`src/rtl/inert_sensor_serf_pkg.sv`:
```
// Shared definitions for the inertial-sensor SPI responder: frame geometry,
// register addresses, reset values and the frame-tracking state type.
package inert_sensor_serf_pkg;

   localparam int FRAME_W = 16;
   localparam int ADDR_W  = 7;
   localparam int CNT_W   = 5;

   localparam logic [CNT_W-1:0] CNT_FULL = CNT_W'(FRAME_W);
   localparam logic [CNT_W-1:0] CNT_HALF = CNT_W'(FRAME_W / 2);

   localparam logic [ADDR_W-1:0] ADDR_INT_CTRL = 7'h0D;
   localparam logic [ADDR_W-1:0] ADDR_WHO_AM_I = 7'h0F;
   localparam logic [ADDR_W-1:0] ADDR_CTRL1_XL = 7'h10;
   localparam logic [ADDR_W-1:0] ADDR_CTRL2_G  = 7'h11;
   localparam logic [ADDR_W-1:0] ADDR_CTRL_RND = 7'h14;
   localparam logic [ADDR_W-1:0] ADDR_ROLL_L   = 7'h24;
   localparam logic [ADDR_W-1:0] ADDR_ROLL_H   = 7'h25;
   localparam logic [ADDR_W-1:0] ADDR_YAW_L    = 7'h26;
   localparam logic [ADDR_W-1:0] ADDR_YAW_H    = 7'h27;
   localparam logic [ADDR_W-1:0] ADDR_AY_L     = 7'h2A;
   localparam logic [ADDR_W-1:0] ADDR_AY_H     = 7'h2B;
   localparam logic [ADDR_W-1:0] ADDR_AZ_L     = 7'h2C;
   localparam logic [ADDR_W-1:0] ADDR_AZ_H     = 7'h2D;

   localparam logic [7:0]  REG_RST  = 8'h00;
   localparam logic [15:0] SMPL_RST = 16'h0000;

   typedef enum logic [1:0] {IDLE, SHIFT, DONE} serf_state_t;

   // One full inertial sample as delivered by the front end
   typedef struct packed {
      logic [15:0] roll;
      logic [15:0] yaw;
      logic [15:0] ay;
      logic [15:0] az;
   } sample_t;

   // True for the configuration registers the master may write
   function automatic logic is_rw_addr(input logic [ADDR_W-1:0] a);
      return (a == ADDR_INT_CTRL) || (a == ADDR_CTRL1_XL) ||
             (a == ADDR_CTRL2_G)  || (a == ADDR_CTRL_RND);
   endfunction

endpackage

```
`src/rtl/inert_sensor_serf_if.sv`:
```
// SPI wire bundle between the eBike master and the sensor responder.
interface inert_sensor_serf_if;

   logic SS_n;
   logic SCLK;
   logic MOSI;
   logic MISO;

   modport master (output SS_n, output SCLK, output MOSI, input MISO);
   modport slave  (input SS_n, input SCLK, input MOSI, output MISO);

endinterface

```
`src/rtl/inert_sensor_serf_shft.sv`:
```
// SPI framing engine: brings the master's wires into the clk domain, tracks the
// frame, assembles the 16-bit command and serialises read data back on MISO.
module inert_sensor_serf_shft
   import inert_sensor_serf_pkg::*;
(
   input  logic              clk,
   input  logic              rst_n,
   inert_sensor_serf_if.slave spi,
   input  logic [7:0]        rd_data,
   output logic [ADDR_W-1:0] addr,
   output logic [7:0]        wdata,
   output logic              rd_req,
   output logic              wr_commit,
   output logic              rd_commit,
   output logic              ss_low
);

   logic [2:0]         ss_sync;
   logic [2:0]         sclk_sync;
   logic [1:0]         mosi_sync;
   logic               ss_fall, ss_rise, sclk_rise, sclk_fall, mosi_bit;
   serf_state_t        state, next_state;
   logic               shifting, frame_end, full;
   logic [CNT_W-1:0]   bit_cnt;
   logic [FRAME_W-1:0] rx_shft;
   logic [7:0]         tx_shft;
   logic               tx_loaded;

   // Double-flop the asynchronous SPI wires; a third SS_n/SCLK stage feeds edge detection
   always_ff @(posedge clk or negedge rst_n) begin
      if (!rst_n) begin
         ss_sync   <= 3'b111;
         sclk_sync <= 3'b111;
         mosi_sync <= 2'b00;
      end else begin
         ss_sync   <= {ss_sync[1:0], spi.SS_n};
         sclk_sync <= {sclk_sync[1:0], spi.SCLK};
         mosi_sync <= {mosi_sync[0], spi.MOSI};
      end
   end

   assign ss_fall   =  ss_sync[2] & ~ss_sync[1];
   assign ss_rise   = ~ss_sync[2] &  ss_sync[1];
   assign sclk_rise = ~sclk_sync[2] &  sclk_sync[1];
   assign sclk_fall =  sclk_sync[2] & ~sclk_sync[1];
   assign mosi_bit  =  mosi_sync[1];
   assign ss_low    = ~ss_sync[1];

   // Frame state register
   always_ff @(posedge clk or negedge rst_n) begin
      if (!rst_n) state <= IDLE;
      else        state <= next_state;
   end

   // Frame opens on SS_n fall, closes on SS_n rise, then one cycle to act on it
   always_comb begin
      next_state = state;
      case (state)
         IDLE:    if (ss_fall) next_state = SHIFT;
         SHIFT:   if (ss_rise) next_state = DONE;
         DONE:    next_state = IDLE;
         default: next_state = IDLE;
      endcase
   end

   // Decode the frame state into shift enable and end-of-frame commit strobes
   always_comb begin
      shifting  = (state == SHIFT);
      frame_end = (state == DONE);
      full      = (bit_cnt == CNT_FULL);
      wr_commit = frame_end & full & ~rx_shft[FRAME_W-1];
      rd_commit = frame_end & full &  rx_shft[FRAME_W-1];
      rd_req    = shifting & sclk_fall & (bit_cnt == CNT_HALF) & ~tx_loaded & rx_shft[7];
   end

   // Receive shifter and bit counter; stops at a full frame so extra clocks are ignored
   always_ff @(posedge clk or negedge rst_n) begin
      if (!rst_n) begin
         bit_cnt <= '0;
         rx_shft <= '0;
      end else if (ss_fall) begin
         bit_cnt <= '0;
         rx_shft <= '0;
      end else if (shifting && sclk_rise && (bit_cnt != CNT_FULL)) begin
         rx_shft <= {rx_shft[FRAME_W-2:0], mosi_bit};
         bit_cnt <= bit_cnt + 1'b1;
      end
   end

   // Transmit shifter: loaded from the register map once the read address is known
   always_ff @(posedge clk or negedge rst_n) begin
      if (!rst_n) begin
         tx_shft   <= 8'h00;
         tx_loaded <= 1'b0;
      end else if (ss_fall || ss_rise) begin
         tx_shft   <= 8'h00;
         tx_loaded <= 1'b0;
      end else if (rd_req) begin
         tx_shft   <= rd_data;
         tx_loaded <= 1'b1;
      end else if (shifting && sclk_fall && tx_loaded) begin
         tx_shft   <= {tx_shft[6:0], 1'b0};
      end
   end

   // Address comes from the upper byte once the frame is complete, the first byte before that
   assign addr     = full ? rx_shft[14:8] : rx_shft[6:0];
   assign wdata    = rx_shft[7:0];
   assign spi.MISO = tx_loaded & tx_shft[7];

endmodule

```
`src/rtl/inert_sensor_serf.sv`:
```
// Inertial-sensor SPI responder: register map, sample capture with a pending
// buffer for samples that arrive mid-frame, data-ready interrupt and overrun flag.
module inert_sensor_serf
   import inert_sensor_serf_pkg::*;
#(
   parameter logic [7:0] WHOAMI  = 8'h6A,
   parameter int         INT_BIT = 1
)(
   input  logic              clk,
   input  logic              rst_n,
   inert_sensor_serf_if.slave spi,
   input  logic              smpl_vld,
   input  logic [15:0]       roll_rt,
   input  logic [15:0]       yaw_rt,
   input  logic [15:0]       AY,
   input  logic [15:0]       AZ,
   output logic              INT,
   output logic              ovr
);

   logic [ADDR_W-1:0] addr;
   logic [7:0]        wdata, rd_data;
   logic              rd_req, wr_commit, rd_commit, ss_low;
   logic [7:0]        int_ctrl, ctrl1_xl, ctrl2_g, ctrl_rnd;
   sample_t           smpl_in, data_q, pend_buf, load_src;
   logic              pend_vld, direct_load, pend_load, data_load, load_q;
   logic              int_en;

   inert_sensor_serf_shft u_shft (
      .clk       (clk),
      .rst_n     (rst_n),
      .spi       (spi),
      .rd_data   (rd_data),
      .addr      (addr),
      .wdata     (wdata),
      .rd_req    (rd_req),
      .wr_commit (wr_commit),
      .rd_commit (rd_commit),
      .ss_low    (ss_low)
   );

   assign smpl_in = {roll_rt, yaw_rt, AY, AZ};
   assign int_en  = int_ctrl[INT_BIT];

   // Samples go straight in while the bus is idle; a parked sample goes in once the frame ends
   always_comb begin
      direct_load = smpl_vld & ~ss_low;
      pend_load   = pend_vld & ~ss_low;
      data_load   = direct_load | pend_load;
      load_src    = direct_load ? smpl_in : pend_buf;
   end

   // Park samples that arrive during a frame so a read never sees a torn sample
   always_ff @(posedge clk or negedge rst_n) begin
      if (!rst_n) begin
         pend_vld <= 1'b0;
         pend_buf <= {SMPL_RST, SMPL_RST, SMPL_RST, SMPL_RST};
      end else if (smpl_vld && ss_low) begin
         pend_vld <= 1'b1;
         pend_buf <= smpl_in;
      end else if (pend_load) begin
         pend_vld <= 1'b0;
      end
   end

   // Data registers and a one-cycle delayed load marker that drives the interrupt
   always_ff @(posedge clk or negedge rst_n) begin
      if (!rst_n) begin
         data_q <= {SMPL_RST, SMPL_RST, SMPL_RST, SMPL_RST};
         load_q <= 1'b0;
      end else begin
         load_q <= data_load;
         if (data_load) data_q <= load_src;
      end
   end

   // Configuration registers, written only by a complete write frame
   always_ff @(posedge clk or negedge rst_n) begin
      if (!rst_n) begin
         int_ctrl <= REG_RST;
         ctrl1_xl <= REG_RST;
         ctrl2_g  <= REG_RST;
         ctrl_rnd <= REG_RST;
      end else if (wr_commit && is_rw_addr(addr)) begin
         case (addr)
            ADDR_INT_CTRL: int_ctrl <= wdata;
            ADDR_CTRL1_XL: ctrl1_xl <= wdata;
            ADDR_CTRL2_G:  ctrl2_g  <= wdata;
            ADDR_CTRL_RND: ctrl_rnd <= wdata;
            default:       ;
         endcase
      end
   end

   // Read mux over the register map; unmapped addresses read as zero
   always_comb begin
      rd_data = 8'h00;
      case (addr)
         ADDR_INT_CTRL: rd_data = int_ctrl;
         ADDR_WHO_AM_I: rd_data = WHOAMI;
         ADDR_CTRL1_XL: rd_data = ctrl1_xl;
         ADDR_CTRL2_G:  rd_data = ctrl2_g;
         ADDR_CTRL_RND: rd_data = ctrl_rnd;
         ADDR_ROLL_L:   rd_data = data_q.roll[7:0];
         ADDR_ROLL_H:   rd_data = data_q.roll[15:8];
         ADDR_YAW_L:    rd_data = data_q.yaw[7:0];
         ADDR_YAW_H:    rd_data = data_q.yaw[15:8];
         ADDR_AY_L:     rd_data = data_q.ay[7:0];
         ADDR_AY_H:     rd_data = data_q.ay[15:8];
         ADDR_AZ_L:     rd_data = data_q.az[7:0];
         ADDR_AZ_H:     rd_data = data_q.az[15:8];
         default:       rd_data = 8'h00;
      endcase
   end

   // Interrupt: raised after a load when enabled, dropped by a complete AZ high-byte read
   always_ff @(posedge clk or negedge rst_n) begin
      if (!rst_n)                               INT <= 1'b0;
      else if (load_q && int_en)                INT <= 1'b1;
      else if (rd_commit && addr == ADDR_AZ_H)  INT <= 1'b0;
   end

   // Sticky overrun: a new sample overwrote data the master had not yet collected
   always_ff @(posedge clk or negedge rst_n) begin
      if (!rst_n)                ovr <= 1'b0;
      else if (data_load && INT) ovr <= 1'b1;
   end

endmodule

```
`src/flat_wrapper.sv`:
```
// flat-port wrapper written by rule: the top's interface ports become plain ports
module inert_sensor_serf_flat import inert_sensor_serf_pkg::*;
#(
   parameter logic [7:0] WHOAMI  = 8'h6A,
   parameter int         INT_BIT = 1
)
  (clk, rst_n, smpl_vld, roll_rt, yaw_rt, AY, AZ, INT, ovr, spi_SS_n, spi_SCLK, spi_MOSI, spi_MISO);
  inert_sensor_serf_if spi_i ();
  input  logic clk;
  input  logic rst_n;
  input  logic smpl_vld;
  input  logic [15:0] roll_rt;
  input  logic [15:0] yaw_rt;
  input  logic [15:0] AY;
  input  logic [15:0] AZ;
  output logic INT;
  output logic ovr;
  input wire logic [$bits(spi_i.SS_n)-1:0] spi_SS_n;
  input wire logic [$bits(spi_i.SCLK)-1:0] spi_SCLK;
  input wire logic [$bits(spi_i.MOSI)-1:0] spi_MOSI;
  output wire logic [$bits(spi_i.MISO)-1:0] spi_MISO;
  assign spi_i.SS_n = spi_SS_n;
  assign spi_i.SCLK = spi_SCLK;
  assign spi_i.MOSI = spi_MOSI;
  assign spi_MISO = spi_i.MISO;
  inert_sensor_serf #(.WHOAMI(WHOAMI), .INT_BIT(INT_BIT)) u_core (.clk(clk), .rst_n(rst_n), .spi(spi_i), .smpl_vld(smpl_vld), .roll_rt(roll_rt), .yaw_rt(yaw_rt), .AY(AY), .AZ(AZ), .INT(INT), .ovr(ovr));
endmodule
```
`config.mk`:
```
export PLATFORM = sky130hd
export DESIGN_NAME = inert_sensor_serf_flat
export DESIGN_NICKNAME = d
export VERILOG_FILES = /design/src/rtl/inert_sensor_serf_pkg.sv /design/src/rtl/inert_sensor_serf_if.sv /design/src/rtl/inert_sensor_serf_shft.sv /design/src/rtl/inert_sensor_serf.sv /design/src/flat_wrapper.sv
export SDC_FILE = /design/constraint.sdc
export NUM_CORES = 1
export LEC_CHECK = 0
export ABC_AREA = 1
export BUFFER_PORTS_ARGS = -buffer_cell sky130_fd_sc_hd__buf_4
export CAP_MARGIN = 20
export CELL_PAD_IN_SITES_DETAIL_PLACEMENT = 1
export CELL_PAD_IN_SITES_GLOBAL_PLACEMENT = 2
export CORE_MARGIN = 3
export CORE_UTILIZATION = 42
export CTS_BUF_LIST = sky130_fd_sc_hd__clkbuf_4 sky130_fd_sc_hd__clkbuf_8
export DETAILED_ROUTE_END_ITERATION = 10
export PLACE_DENSITY = 0.9
export SLEW_MARGIN = 0
export SYNTH_ARGS = -nofsm -noshare
export SYNTH_HDL_FRONTEND = slang
export SYNTH_HIERARCHICAL = 1
export SYNTH_SLANG_ARGS = --single-unit
```
`constraint.sdc`:
```
create_clock -name clk -period 8.1 [get_ports clk]
set_input_delay 1.215 -clock clk [delete_from_list [all_inputs] [get_ports clk]]
set_output_delay 1.215 -clock clk [all_outputs]
set_load 0.005 [all_outputs]
```
==> impl_metrics.tcl <==
set metrics [dict create \
    status "finished clean" \
    cts_max_path_buffers 3 \
    fin_crit_sh 0.4437 \
    post_cts_buffers 0 \
    vias 7884 \
    ir_drop_mv 0.1303 \
    clk_latency_ns 0.52 \
    p_leak_nw 5.483 \
    gp_routability_congestion 0.8016 \
    wl_um 27420 \
    fin_area_um2 11370 \
    critPathCaptureType "flip-flop" \
    crit_fanout 11 \
    dieArea_um2 25290 \
    die_w_um 159.0 \
    cts.sinks 204 \
    cap_violations 0 \
    place_area_um2 10500 \
    clk_pin_slew_ns 0.06 \
    cts_buffers 39 \
    setup_violations 0 \
    grt_antenna_before_repair 0 \
    drtAntennaViolNets 0 \
    grt_pass1_vias 8419 \
    hp-class "reg -> reg" \
    initial_core_util 0.4306 \
    vias_per_cell 5.143 \
    synth_area_per_cell_um2 8.682 \
    drt-initial-drc-count 439 \
    cts_hold_buf 0 \
    yosysWarnings 6 \
    area_growth_syn_to_layout_pct 15.59 \
    crit_type "reg -> reg" \
    cts_resized 0 \
    cts_root_buf "clkbuf_8" \
    syn-cell-area_um2 9837 \
    grt_pass1_wl_um 45460 \
    p_total_w 0.002539 \
    max_slew.worst_pin.slew_ns 1.016 \
    drive_above_1_share 0.2115 \
    slew_headroom 0.3218 \
    syn_nets 1207 \
    fp.coreArea_um2 22850 \
    overflow 0 \
    nets 1268 \
    final_hold_viol_count 0 \
    grt_use_total 0.2202 \
    fin_crit_ns 3.594 \
    rsz0062_at_grt "false" \
    crit_required_ns 8.55 \
    slew_viol_final 0 \
    skew_ns 0.01037 \
    cp.arrival_ns 4.05 \
    drc 0 \
    h-tree-depth 2 \
    power_density_nw_per_um2 223.3 \
    netlist_instances 1133 \
    drtPass1Iterations 5 \
    port-buffer-count 72 \
    hpwl_um 18630 \
    ios 73 \
    dieHeight_um 159.0 \
    setup-tns-final_ns 0 \
    nFillCells 2751 \
    tritoncts "yes" \
    grt_max_degree 96 \
    rows 55 \
    n_antenna_cell 0 \
    wl_per_cell_um 17.89 \
    fmax_mhz 278.2 \
    crit_path_start_kind "flip-flop" \
]
-- worst paths after layout --
check,start,endpoint,slack (ns),cells after the start
setup / recovery,u_core/u_shft/bit_cnt[0],u_core/u_shft/tx_shft[4],4.51,16
hold / removal,u_core/u_shft/mosi_sync[0],u_core/u_shft/mosi_sync[1],0.35,0
setup reg to reg,u_core/u_shft/bit_cnt[0],u_core/u_shft/tx_shft[4],4.51,16
hold reg to reg,u_core/u_shft/mosi_sync[0],u_core/u_shft/mosi_sync[1],0.35,0
max in group asynchronous,rst_n,u_core/pend_buf[30],5.95,2
min in group asynchronous,rst_n,u_core/u_shft/bit_cnt[2],0.72,1
-- sequential cells by signal, summed over array words and instances (netlist names), 2 cells and up --
register                 flops
u_core/u_shft/rx_shft       16
u_core/u_shft/mosi_sync      2
u_core/u_shft/sclk_sync      3
u_core/u_shft/ss_sync        3
u_core/int_ctrl              8
u_core/pend_buf             64
u_core/data_q               64
u_core/u_shft/tx_shft        8
u_core/ctrl2_g               8
u_core/u_shft/bit_cnt        5
u_core/ctrl1_xl              8
u_core/ctrl_rnd              8
u_core/u_shft/state          2
-- placed cells by master, fill, tap and decap left out, drive strengths merged --
cell type	count
nor2	80
o21ai	174
xor2	1
nand3b	1
buf	78
nor3	2
o22ai	10
dfstp	6
dfrtp	198
a22o	1
a21oi	99
inv	121
or2	1
a21o	1
nand2	272
clkinvlp	1
clkinv	5
clkbuf	60
mux2	33
nand3	53
nand4	16
bufinv	2
o2111ai	1
ha	4
-- report_power, final --
part / internal (W) / switching [W]
logic: 0.000106 / 0.000175
clock network: 0.000638 / 0.000433
registers: 0.00113 / 0.0000573
total: 0.00187 / 0.000665
-- area by class of cell --
type                            instances  area, um^2  share of cell area
Clock buffer                           59       730.7             0.06426
Clock inverter                          8       92.59            0.008143
Inverter                              121       454.2             0.03994
Multi-Input combinational cell        749        3958              0.3480
Sequential cell                       204        5112              0.4496
Tap cell                              313       391.6             0.03444
Timing Repair Buffer                   79       631.9             0.05557
-- critical path, stage by stage, from the launching register on --
cell,delay (ns)
dfrtp_1,0.39
inv_1,0.10
ha_1,0.20
nand2_2,0.07
nor3_4,0.33
inv_2,0.16
o21ai_0,0.67
nand2_1,0.20
nor2_1,0.35
nand2_1,0.22
o21ai_0,0.24
nor2_1,0.13
nand3_1,0.13
nand4_1,0.11
nand2_1,0.10
nand2_1,0.05
nand2_1,0.07
-- layer usage --
layer | vias to the layer above | track usage | wire length (um)
li1 | 3815 | - | -
met1 | 3907 | 0.3023 | 12740
met2 | 129 | 0.3649 | 13150
met3 | 33 | 0.04188 | 1125
met4 | 0 | 0.04974 | 401
met5 | - | 0 | 0
-- metrics by stage --
stage          hold slack, ns    util  std cells  setup slack (ns)
3_3_place_gp           0.3343  0.4596       1464             4.306
2_1_floorplan          0.3312       -       1133             5.415
5_1_grt                0.3528  0.4977       1533             4.077
6_report               0.3474  0.4977       1533             4.506
3_5_place_dp           0.3371  0.4596       1464             4.186
4_1_cts                0.3480  0.4956       1531             4.466
Power figures use the tool's default switching activity.
